--- src/rtl/cfg_chain_pkg.sv ---
// Shared types and constants for the pipelined generate/propagate/kill carry chain.
package cfg_chain_pkg;

    localparam int unsigned CFG_G0      = 0;
    localparam int unsigned CFG_G1      = 1;
    localparam int unsigned CFG_K0      = 2;
    localparam int unsigned CFG_K1      = 3;
    localparam int unsigned CFG_W       = 4;
    // Widest chain the stage payload can carry; narrower chains leave upper bits at zero.
    localparam int unsigned CHAIN_MAX_W = 64;

    typedef struct packed {
        logic                   valid;
        logic                   carry;
        logic [CHAIN_MAX_W-1:0] sum;
        logic                   prop;
        logic [CHAIN_MAX_W-1:0] d;
        logic [CHAIN_MAX_W-1:0] s;
        logic [CFG_W-1:0]       cfg;
    } stage_t;

    function automatic int unsigned seg_width(input int unsigned w, input int unsigned stages);
        return (w + stages - 1) / stages;
    endfunction

endpackage

--- src/rtl/cfg_chain_seg.sv ---
// Combinational G/K/P terms and carry ripple for one contiguous segment of slices.
module cfg_chain_seg
    import cfg_chain_pkg::*;
#(
    parameter int unsigned SW = 1
) (
    input  logic [SW-1:0]    d_i,
    input  logic [SW-1:0]    s_i,
    input  logic [CFG_W-1:0] cfg_i,
    input  logic             cin_i,
    output logic [SW-1:0]    sum_c_o,
    output logic             cout_c_o,
    output logic             prop_c_o
);

    logic [SW-1:0] g_c;
    logic [SW-1:0] k_c;
    logic [SW-1:0] p_c;
    logic [SW:0]   c_c;

    // Ripple kept in one process so the carry vector is not a self-referencing net.
    always_comb begin
        g_c    = '0;
        k_c    = '0;
        p_c    = '0;
        c_c    = '0;
        c_c[0] = cin_i;
        for (int i = 0; i < int'(SW); i++) begin
            g_c[i]   = d_i[i] & (s_i[i] ? ~cfg_i[CFG_G1] : cfg_i[CFG_G0]);
            k_c[i]   = ~d_i[i] & ~(s_i[i] ? cfg_i[CFG_K1] : cfg_i[CFG_K0]);
            p_c[i]   = ~g_c[i] & ~k_c[i];
            c_c[i+1] = g_c[i] | (p_c[i] & c_c[i]);
        end
    end

    assign sum_c_o  = p_c ^ c_c[SW-1:0];
    assign cout_c_o = c_c[SW];
    assign prop_c_o = &p_c;

endmodule

--- src/rtl/cfg_carry_chain_pipe.sv ---
// Pipelined configurable carry chain with valid/ready handshake and carry accumulate mode.
module cfg_carry_chain_pipe
    import cfg_chain_pkg::*;
#(
    parameter int unsigned W      = 4,
    parameter int unsigned STAGES = 2
) (
    input  logic             clk,
    input  logic             rst_n,
    input  logic             in_valid_i,
    output logic             in_ready_o,
    input  logic [W-1:0]     d_i,
    input  logic [W-1:0]     s_i,
    input  logic [CFG_W-1:0] cfg_i,
    input  logic             cin_i,
    input  logic             acc_en_i,
    output logic             out_valid_o,
    input  logic             out_ready_i,
    output logic [W-1:0]     sum_o,
    output logic             cout_o,
    output logic             all_prop_o
);

    localparam int unsigned SEG  = seg_width(W, STAGES);
    localparam int unsigned LAST = STAGES - 1;
    localparam int unsigned IW   = $clog2(STAGES + 1);

    stage_t [STAGES-1:0] stage_q;
    stage_t [STAGES-1:0] stage_d;
    stage_t              src0_c;
    logic [IW-1:0]       inflight_q;
    logic [IW-1:0]       inflight_d;
    logic                carry_q;
    logic                carry_d;
    logic                advance_c;
    logic                out_hs_c;
    logic                accept_c;
    logic                c0_c;
    logic                unused_c;

    assign advance_c = ~stage_q[LAST].valid | out_ready_i;
    assign out_hs_c  = stage_q[LAST].valid & out_ready_i;
    assign accept_c  = in_valid_i & in_ready_o;

    // An accumulate beat may only enter when it is the sole beat it depends on.
    assign in_ready_o = advance_c &
                        ~(acc_en_i & in_valid_i & (inflight_q != '0) &
                          ~((inflight_q == IW'(1)) & out_hs_c));

    // Forward the departing cout so a beat accepted on that handshake sees it.
    assign carry_d = out_hs_c ? stage_q[LAST].carry : carry_q;
    assign c0_c    = acc_en_i ? carry_d : cin_i;

    always_comb begin
        src0_c       = '0;
        src0_c.valid = accept_c;
        src0_c.carry = c0_c;
        src0_c.prop  = 1'b1;
        src0_c.d     = CHAIN_MAX_W'(d_i);
        src0_c.s     = CHAIN_MAX_W'(s_i);
        src0_c.cfg   = cfg_i;
    end

    always_comb begin
        inflight_d = inflight_q;
        case ({accept_c, out_hs_c})
            2'b10:   inflight_d = inflight_q + IW'(1);
            2'b01:   inflight_d = inflight_q - IW'(1);
            default: inflight_d = inflight_q;
        endcase
    end

    for (genvar j = 0; j < int'(STAGES); j++) begin : g_stage
        localparam int unsigned LO = j * SEG;
        localparam int unsigned SW = (LO >= W) ? 0 : (((W - LO) < SEG) ? (W - LO) : SEG);

        stage_t src_c;
        stage_t nxt_c;

        if (j == 0) begin : g_src_in
            assign src_c = src0_c;
        end else begin : g_src_reg
            assign src_c = stage_q[j-1];
        end

        if (SW > 0) begin : g_seg
            logic [SW-1:0] seg_sum_c;
            logic          seg_cout_c;
            logic          seg_prop_c;

            cfg_chain_seg #(.SW(SW)) u_seg (
                .d_i      (src_c.d[LO +: SW]),
                .s_i      (src_c.s[LO +: SW]),
                .cfg_i    (src_c.cfg),
                .cin_i    (src_c.carry),
                .sum_c_o  (seg_sum_c),
                .cout_c_o (seg_cout_c),
                .prop_c_o (seg_prop_c)
            );

            always_comb begin
                nxt_c                = src_c;
                nxt_c.sum[LO +: SW]  = seg_sum_c;
                nxt_c.carry          = seg_cout_c;
                nxt_c.prop           = src_c.prop & seg_prop_c;
            end
        end else begin : g_pass
            // Short chains can leave trailing stages with no slices; they only delay.
            assign nxt_c = src_c;
        end

        assign stage_d[j] = nxt_c;
    end

    always_ff @(posedge clk or negedge rst_n) begin
        if (!rst_n) begin
            stage_q    <= '0;
            inflight_q <= '0;
            carry_q    <= 1'b0;
        end else begin
            if (advance_c) begin
                stage_q <= stage_d;
            end
            inflight_q <= inflight_d;
            carry_q    <= carry_d;
        end
    end

    assign out_valid_o = stage_q[LAST].valid;
    assign sum_o       = stage_q[LAST].sum[W-1:0];
    assign cout_o      = stage_q[LAST].carry;
    assign all_prop_o  = stage_q[LAST].prop;

    // Payload bits beyond W and the last stage's operands have no consumer.
    assign unused_c = ^stage_q;

endmodule
--- config.mk ---
export PLATFORM = sky130hd
export DESIGN_NAME = cfg_carry_chain_pipe
export DESIGN_NICKNAME = d
export VERILOG_FILES = /design/src/rtl/cfg_chain_pkg.sv /design/src/rtl/cfg_chain_seg.sv /design/src/rtl/cfg_carry_chain_pipe.sv
export SDC_FILE = /design/constraint.sdc
export NUM_CORES = 1
export LEC_CHECK = 0
export CORE_UTILIZATION = 55
export CTS_BUF_LIST = sky130_fd_sc_hd__clkbuf_4
export DETAILED_ROUTE_END_ITERATION = 10
export GPL_ROUTABILITY_DRIVEN = 0
export PLACE_DENSITY = 0.89
export REMOVE_ABC_BUFFERS = 1
export SYNTH_ARGS = -nofsm -noshare
export SYNTH_HDL_FRONTEND = slang
export SYNTH_SLANG_ARGS = --single-unit
--- constraint.sdc ---
create_clock -name clk -period 4.98 [get_ports clk]
set_input_delay 0.747 -clock clk [delete_from_list [all_inputs] [get_ports clk]]
set_output_delay 0.747 -clock clk [all_outputs]
set_load 0.02 [all_outputs]
Yosys cells after proc, flatten, opt, wreduce, memory -nomap -nowiden
Cells that the tools add are included.
W data, S select, Z words.
{ "word_totals": {"word_cells": 85, "out_inout_bits": 8, "register_bits": 27, "inputBits": 18} }
{ "op_classes": {"eq_ne": 3, "bitwise": 52, "n_reduce_logical": 4, "muxes": 11, "add_sub_neg": 2} }
{ "op_table": {"columns": ["op", "count"], "rows": [
  ["$and A1 B1 Y1", 24],
  ["$not A1 Y1", 21],
  ["$mux W1", 10],
  ["$or A1 B1 Y1", 5],
  ["$eq A2 B1 Y1 const B", 2],
  ["$pmux W2 S2", 1],
  ["$reduce_and A2 Y1", 2],
  ["$reduce_bool A2 Y1", 2],
  ["$xor A2 B2 Y2", 2],
  ["$add A2 B1 Y2 const B", 1],
  ["$eq A2 B2 Y1 const B", 1],
  ["$sub A2 B1 Y2 const B", 1]
]} }

Logic depth before layout (Yosys ltp)
Gate-level depths: netlist (run 1).
{ "logic_depth": {"word_depth": 9, "ltp_mapped": 8} }

By module
A second synthesis (run 1) with hierarchy kept.
{ "hier_totals": {"hier_cells": 92, "hier_area_um2": 1258.7} }
{ "modules_own_cells": {"columns": ["mod", "n_inst", "cells_per_inst", "area_per_inst_um2"], "rows": [
  ["cfg_carry_chain_pipe", 1, 68, 1033.5],
  ["cfg_chain_seg", 2, 12, 112.6]
]} }

Least setup slack after synthesis (run 1)
OpenSTA, ideal clock, no wires.
{ "synth_path": {"path_kind": "input port to flip-flop", "from": "in out_ready_i", "to": "reg stage_q (netlist bit g_stage[1].nxt_c[134])", "path_stages": 8, "setup_slack_ns": 2.796, "required_time_ns": 4.863, "arrival_ns": 2.067, "n_path_buf": 0, "setup_ns": 0.117, "cell_sequence": "nand2_1 > mux2_2 > mux2_2 > ha_1 > a21o_1 > ha_1 > nand2_1 > nand2_1"} }
{ "synth_between": {"elab_chain_cells": 6, "word_cells_on_any_way": 7, "classes_between": "mux (2); bitwise (5)"} }
{ "synth_rtl": {"columns": ["item", "line_no", "text"], "rows": [
  ["start, declared", "cfg_carry_chain_pipe.sv:18", "input logic out_ready_i,"],
  ["$and A1 B1 Y1", "cfg_carry_chain_pipe.sv:42", "assign out_hs_c = stage_q[LAST].valid & out_ready_i;"],
  ["$mux W1", "cfg_carry_chain_pipe.sv:51", "assign carry_d = out_hs_c ? stage_q[LAST].carry : carry_q;"],
  ["net carry_d", "cfg_carry_chain_pipe.sv:34", "logic carry_d;"],
  ["$mux W1", "cfg_carry_chain_pipe.sv:52", "assign c0_c = acc_en_i ? carry_d : cin_i;"],
  ["$and A1 B1 Y1", "cfg_chain_seg.sv:32", "c_c[i+1] = g_c[i] | (p_c[i] & c_c[i]);"],
  ["$or A1 B1 Y1", "cfg_chain_seg.sv:32", null],
  ["$xor A2 B2 Y2", "cfg_chain_seg.sv:36", "assign sum_c_o = p_c ^ c_c[SW-1:0];"],
  ["net g_stage[0].g_seg.seg_sum_c[1]", "cfg_carry_chain_pipe.sv:87", "logic [SW-1:0] seg_sum_c;"],
  ["end signal, assigned", "cfg_carry_chain_pipe.sv:122", "stage_q <= stage_d;"],
  ["end, declared", "cfg_carry_chain_pipe.sv:28", "stage_t [STAGES-1:0] stage_q;"]
]} }
The timed path passes the listed nets, and every way through them passes these cells.
A chain may end at the register's enable or synchronous reset.

Worst setup path in the final report (run 1)
{ "layout_path": {"from": "in out_ready_i", "to": "out in_ready_o"} }
{ "layout_between": {"elab_chain_cells": 6, "word_cells_on_any_way": 7, "classes_between": "bitwise (7)"} }
{ "layout_rtl": {"columns": ["item", "line_no", "text"], "rows": [
  ["$and A1 B1 Y1", "cfg_carry_chain_pipe.sv:42", null],
  ["$and A1 B1 Y1", "cfg_carry_chain_pipe.sv:48", "~((inflight_q == IW'(1)) & out_hs_c));"],
  ["$not A1 Y1", "cfg_carry_chain_pipe.sv:48", null],
  ["$and A1 B1 Y1", "cfg_carry_chain_pipe.sv:47", "~(acc_en_i & in_valid_i & (inflight_q != '0) &"],
  ["$not A1 Y1", "cfg_carry_chain_pipe.sv:47", null],
  ["$and A1 B1 Y1 (*)", "cfg_carry_chain_pipe.sv:46", "assign in_ready_o = advance_c &"],
  ["end, declared", "cfg_carry_chain_pipe.sv:11", "output logic in_ready_o,"]
]} }
Every way passes the cells marked *; elsewhere a longest branch is shown, timed or not.

==> flow_summary.toml, run 1 <==
[worst_setup_path]
arrival_ns = 2.25
worstSetupEndpointType = "output port"
r2r_slack_ns = 2.91
critical_path_class = "in2out"
path_cells = "clkdlybuf4s50_1 > nor2b_1 > buf_4 > a21oi_1 > clkdlybuf4s50_1"
timing.rr.start = "out_valid_o"
critPathBufInv = 3
required_ns = 4.23
reg2reg_depth = 6
path_common_cell = "clkdlybuf4s50_1"
critical-path-slowest-cell = "clkdlybuf4s50_1"
r2r-end = "inflight_q[1]"
worstSetupStartpointType = "primary input"
slowest_delay_ns = 0.61
crit_fanout = 19
crit_family = "buffers and inverters"

[outcome]
outcome = "completed"

[finish]
final_nets = 173
drive_gt1_share_pct = 8.16
area_growth_pct = 25.7
multi_input_area_um2 = 561
insertedDiodeCount = 0
seqCellArea_um2 = 576
num-fill-cells = 149

[route]
drtAntennaViolNets = 0
vias_per_cell = 5.35
drc = 0
vias = 931
dr.pass1.iters = 4
drt-initial-drc-count = 22
wl_per_cell_um = 13.7
drt-total-wl_mm = 2.39

[hold_path]
min_from = "sum_o[2]"
whs_path_depth = 2
hp-class = "reg2reg"
min_delay_worst_endpoint = "sum_o[2]"

[timing]
setup_tns_ns = 0
whs_ns = 0.480
min_period_ns = 3.00
hold_viol = 0
setup_viol = 0
final-max-slew-violation-count = 0
fmax_ghz = 0.333
worstMarginPinSlew_ns = 1.02
rsz0062_at_grt = "false"
period_share_pct = 60.2
slew_headroom_pct = 32.0
skew_ns = 0.00734

[grt]
grtUsageTotal_pct = 23.2
grt-ovfl-total = 0
grt_pass1_vias = 936
grt_pass1_wl_mm = 4.10
antenna_found_initial = 0
grt_max_degree = 24

[floorplan]
die_w_um = 48.4
num_rows = 16
fp.dieH_um = 48.4
io-pin-count = 26
start_util_pct = 59.1
coreArea_um2 = 2000
dieArea_um2 = 2340

[placed_design]
dpl.hpwl_mm = 1.79
io_buffers = 25

[clock_network]
clock_path_buffers = 2
numCtsBuffers = 3
cts_hold_buf = 0
post-cts-setup-buffers = 0
ctsResizeCount = 0
cts_root_buf = "clkbuf_4"
cts_tree = "done"
cts.clk_slew.worst_paths_ns = 0.12
cts_max_level = 1
clkLatencyLatePin_ns = 0.31
cts_sinks = 23

[pwr]
p_clk_share_pct = 12.6
internal-power_uw = 453
p_leak_uw = 0.000736
switching_power_uw = 268
seqPwrFrac_pct = 42.3
power_density_nw_per_um2 = 484
swShare_pct = 37.2
vdd_drop_max_v = 0.000297
pwr-share-comb_pct = 45.1

[logic_synthesis]
ys_seq_area_share_pct = 48.6
netlist_area_um2 = 1180
synth.avg_cell_area_um2 = 9.78
synth_warnings = 0
ys_ff_latch = 23
synthCells = 121
yosysUniqueCellTypes = 23

[run]
drv_cap = 0
[metal layers]
| layer | vias up | routed length, um | share of wire (%) | track usage, % |
|---|---|---|---|---|
| met5 | - | 0 | 0 | 0 |
| met3 | 9 | 74 | 3.1 | 1.89 |
| met1 | 438 | 1040 | 44 | 30.4 |
| li1 | 451 | - | - | - |
| met2 | 33 | 1190 | 50 | 38.0 |
| met4 | 0 | 80 | 3.4 | 13.7 |
[per-stage QoR]
step	total power [uW]	utilization [%]	setup slack (ns)	instance area (um^2)	std cells
final	720	74.3	1.98	1490	174
after detailed placement	634	72.8	1.99	1460	170
after floorplan	501	-	2.62	1170	117
after global routing	777	74.3	1.94	1490	174
after CTS	723	74.3	1.98	1490	174
after global placement	609	72.8	2.01	1460	170
[flip-flops by register name, summed over array words and instances (netlist names)]
| signal | flops |
|---|---|
| g_stage.src_c | 2 |
| sum_o | 4 |
| all_prop_o | 1 |
| carry_q | 1 |
| cout_o | 1 |
| out_valid_o | 1 |
| inflight_q | 2 |
| g_stage.nxt_c | 11 |
[worst max-delay path by stage]
stage | cells after the start | to | start | slack [ns]
after floorplan | 2 | in_ready_o | out_ready_i | 2.62
after global placement | 5 | in_ready_o | out_ready_i | 2.01
after detailed placement | 5 | in_ready_o | out_ready_i | 1.99
after CTS | 5 | in_ready_o | out_ready_i | 1.98
after global routing | 5 | in_ready_o | out_ready_i | 1.94
final | 5 | in_ready_o | out_ready_i | 1.98
[power groups by stage]
stage | registers (uW) | logic (uW) | clock network, uW
after global placement | 302 | 307 | 0
final | 305 | 325 | 90.8
after floorplan | 329 | 172 | 0
after CTS | 305 | 327 | 91.4
after detailed placement | 309 | 325 | 0
after global routing | 315 | 359 | 103
[layout by cell type (no fill, tap or decap)]
cell type	count
a31o_2	1
or2_2	1
nor2b_1	5
mux4_1	1
clkdlybuf4s50_1	25
ha_1	7
a31oi_1	2
a211oi_1	1
a21o_1	2
a41o_1	1
and2_1	2
buf_4	1
nand2_1	44
mux2_2	2
nand2b_1	2
o21ai_0	5
dfrtp_1	23
inv_1	8
clkbuf_4	4
mux4_2	3
nor2_1	2
xnor2_1	2
a21oi_1	1
mux2i_1	2
[layout make-up]
class | count | share of cell area, %
clock buffer | 4 | 2.02
inverter | 8 | 2.02
multi-input combinational | 86 | 37.7
sequential | 23 | 38.7
tap | 27 | 2.27
timing repair buffer | 26 | 17.3
[tightest hold or removal path: cells and delay by family (launching register included)]
family        cells  cell delay (ns)
simple gates      2             0.10
flops             1             0.36
[Yosys cell counts]
library cell	instances	share of area (%)
o21ai_0	5	2.1
mux2_2	2	1.9
a21o_1	2	1.3
buf_2	2	0.85
a21oi_1	1	0.42
ha_1	7	7.4
a31oi_1	2	1.1
dfrtp_1	23	49
nand2_1	44	14
clkbuf_1	2	0.63
nand2b_1	2	1.1
inv_1	8	2.5
a211oi_1	1	0.63
or2_2	1	0.53
and2_1	2	1.1
mux4_1	1	2.2
mux4_2	3	5.7
nor2b_1	5	2.6
a41o_1	1	0.85
nor2_1	2	0.63
xnor2_1	2	1.5
mux2i_1	2	1.7
a31o_2	1	0.74
[kinds of logic (layout without fill, tap and decap cells)]
logic type | Yosys count | count (layout) | synth area share (%)
AND/OR/NAND/NOR | 56 | 56 | 19.9
flip-flops | 23 | 23 | 48.6
AO/OA/AOI/OAI | 13 | 13 | 7.08
buffers and inverters | 12 | 38 | 4.02
multiplexers | 8 | 8 | 11.5
adder cells (fa/ha/maj) | 7 | 7 | 7.40
XOR/XNOR | 2 | 2 | 1.48
No activity file was read; power rests on OpenSTA's default activity.
==> run 2: changes to the inputs <==
--- a/config.mk
+++ b/config.mk
@@ -5,11 +5,11 @@
 export SDC_FILE = /design/constraint.sdc
 export NUM_CORES = 1
 export LEC_CHECK = 0
-export CORE_UTILIZATION = 55
+export CORE_UTILIZATION = 46
 export CTS_BUF_LIST = sky130_fd_sc_hd__clkbuf_4
 export DETAILED_ROUTE_END_ITERATION = 10
 export GPL_ROUTABILITY_DRIVEN = 0
-export PLACE_DENSITY = 0.89
+export PLACE_DENSITY = 0.8
 export REMOVE_ABC_BUFFERS = 1
 export SYNTH_ARGS = -nofsm -noshare
 export SYNTH_HDL_FRONTEND = slang
==> constraint.sdc (replaced) <==
create_clock -name clk -period 2.6 [get_ports clk]
set_input_delay 0.39 -clock clk [delete_from_list [all_inputs] [get_ports clk]]
set_output_delay 0.39 -clock clk [all_outputs]
set_load 0.02 [all_outputs]
==> run 2 against run 1 <==
The run now ends with design-rule violations left. Via count down 1.7%. Cell count up 2.9%. Flip-flop and latch count unchanged. Count of clock-buffer cells in the layout unchanged. Combinational power up 88%. Hold slack worse by 0.065 ns. Final area up 1.3%. Largest cell class unchanged. Largest power group unchanged.
==> flow_summary.toml, run 2 (synthesized netlist as in run 1, its figures left out) <==
[route]
drc = 1
drt-initial-drc-count = 12
vias_per_cell = 5.11
drt-total-wl_mm = 2.24
wl_per_cell_um = 12.5
drtAntennaViolNets = 0
dr.pass1.iters = 7
vias = 915

[clock_network]
post-cts-setup-buffers = 0
cts_max_level = 1
cts.clk_slew.worst_paths_ns = 0.12
cts_tree = "done"
cts_root_buf = "clkbuf_4"
numCtsBuffers = 3
cts_sinks = 23
clkLatencyLatePin_ns = 0.30
ctsResizeCount = 0
clock_path_buffers = 2
cts_hold_buf = 0

[worst_setup_path]
worstSetupEndpointType = "output port"
critical-path-slowest-cell = "clkdlybuf4s50_1"
arrival_ns = 1.91
critical_path_class = "reg2out"
crit_fanout = 3
critPathBufInv = 1
required_ns = 2.21
slowest_delay_ns = 0.55
path_cells = "ha_1 > a211oi_1 > a21oi_1 > clkdlybuf4s50_1"
crit_family = "buffers and inverters"
r2r_slack_ns = 0.61
worstSetupStartpointType = "flip-flop"

[pwr]
internal-power_uw = 870
seqPwrFrac_pct = 42.6
switching_power_uw = 498
pwr-share-comb_pct = 44.5
vdd_drop_max_v = 0.000471
p_clk_share_pct = 12.8
power_density_nw_per_um2 = 908
p_leak_uw = 0.000746
swShare_pct = 36.4

[floorplan]
io-pin-count = 26
die_w_um = 52.7
dieArea_um2 = 2780
num_rows = 18
fp.dieH_um = 52.7
coreArea_um2 = 2450
start_util_pct = 48.2

[timing]
setup_viol = 0
rsz0062_at_grt = "false"
min_period_ns = 2.30
skew_ns = 0.00177
setup_tns_ns = 0
final-max-slew-violation-count = 0
fmax_ghz = 0.435
hold_viol = 0
period_share_pct = 88.3
whs_ns = 0.415
slew_headroom_pct = 80.6
worstMarginPinSlew_ns = 0.290

[finish]
final_nets = 175
insertedDiodeCount = 0
final_cell_area_um2 = 1510
layout_commonest_cell = "nand2_1"
area_growth_pct = 27.3
largest_reg_flops = 11
drive_gt1_share_pct = 9.40
fin_util_pct = 61.4
final_cell_mix = "nand2_1 (44), clkdlybuf4s50_1 (25), dfrtp_1 (23)"

[grt]
grt_pass1_vias = 882
grtUsageTotal_pct = 18.7
grt_max_degree = 24
antenna_found_initial = 0
grt-ovfl-total = 0
grt_pass1_wl_mm = 3.76

[placed_design]
place_area_um2 = 1480
dpl.hpwl_mm = 1.69
io_buffers = 25

[outcome]
violations = "design-rule violations"
outcome = "complete, but fails checks"

[hold_path]
hp-class = "in2async"

[run]
drv_cap = 0
[run 2: cell types whose count changed in the layout (fill, tap and decap cells not counted)]
cell / delta
buf_4: +2
[run 2: worst paths after layout]
kind,from,end,cells after the start
worst max-delay path,inflight_q[0],in_ready_o,4
worst min-delay path,rst_n,g_stage[1].nxt_c[198],2
worst max register to register,out_valid_o,g_stage[1].nxt_c[134],8
worst min register to register,sum_o[0],sum_o[0],2
max in group asynchronous,rst_n,all_prop_o,2
min in group clk,sum_o[0],sum_o[0],2
[run 2: area by class of cell]
class                      instances  area (um^2)
timing repair buffer              28          273
clock buffer                       4         30.0
multi-input combinational         86          561
sequential                        23          576
inverter                           8         30.0
tap                               30         37.5
fill                             210          948
[run 2: metrics by stage]
stage	instances	worst slack [ns]	total power, uW
finish	179	0.303	1370
global route	179	0.158	1480
CTS	179	0.293	1380
detailed placement	175	0.207	1210
global placement	175	0.280	1180
floorplan	117	0.635	960
[run 2: worst register-to-register path, delay by kind of cell, from the launching register on]
| family | cells | cell delay, ns |
|---|---|---|
| adders and majority gates | 2 | 0.46 |
| and+or+nand+nor | 3 | 0.22 |
| AOI/OAI and AO/OA | 1 | 0.16 |
| muxes | 2 | 0.61 |
| DFF | 1 | 0.45 |
[run 2: metal layers]
metal	track usage [%]	wire length, um	vias to the layer above
li1	-	-	452
met4	5.26	23	0
met5	0	0	-
met1	24.3	1030	435
met2	32.3	1080	24
met3	2.61	104	4
[run 2: power by group through the flow]
stage	clock, uW	combinational (uW)	sequential, uW
3_5_place_dp	0	615	594
4_1_cts	177	618	585
3_3_place_gp	0	594	582
2_1_floorplan	0	330	630
6_report	175	610	583
5_1_grt	189	687	602
==> run 3: changes to the inputs <==
--- a/config.mk
+++ b/config.mk
@@ -9,6 +9,7 @@
 export CTS_BUF_LIST = sky130_fd_sc_hd__clkbuf_4
 export DETAILED_ROUTE_END_ITERATION = 10
 export GPL_ROUTABILITY_DRIVEN = 0
+export HOLD_SLACK_MARGIN = 0.15
 export PLACE_DENSITY = 0.8
 export REMOVE_ABC_BUFFERS = 1
 export SYNTH_ARGS = -nofsm -noshare
==> results of run 3 <==
The final DEF is identical to that of run 2; final timing and power are the same.
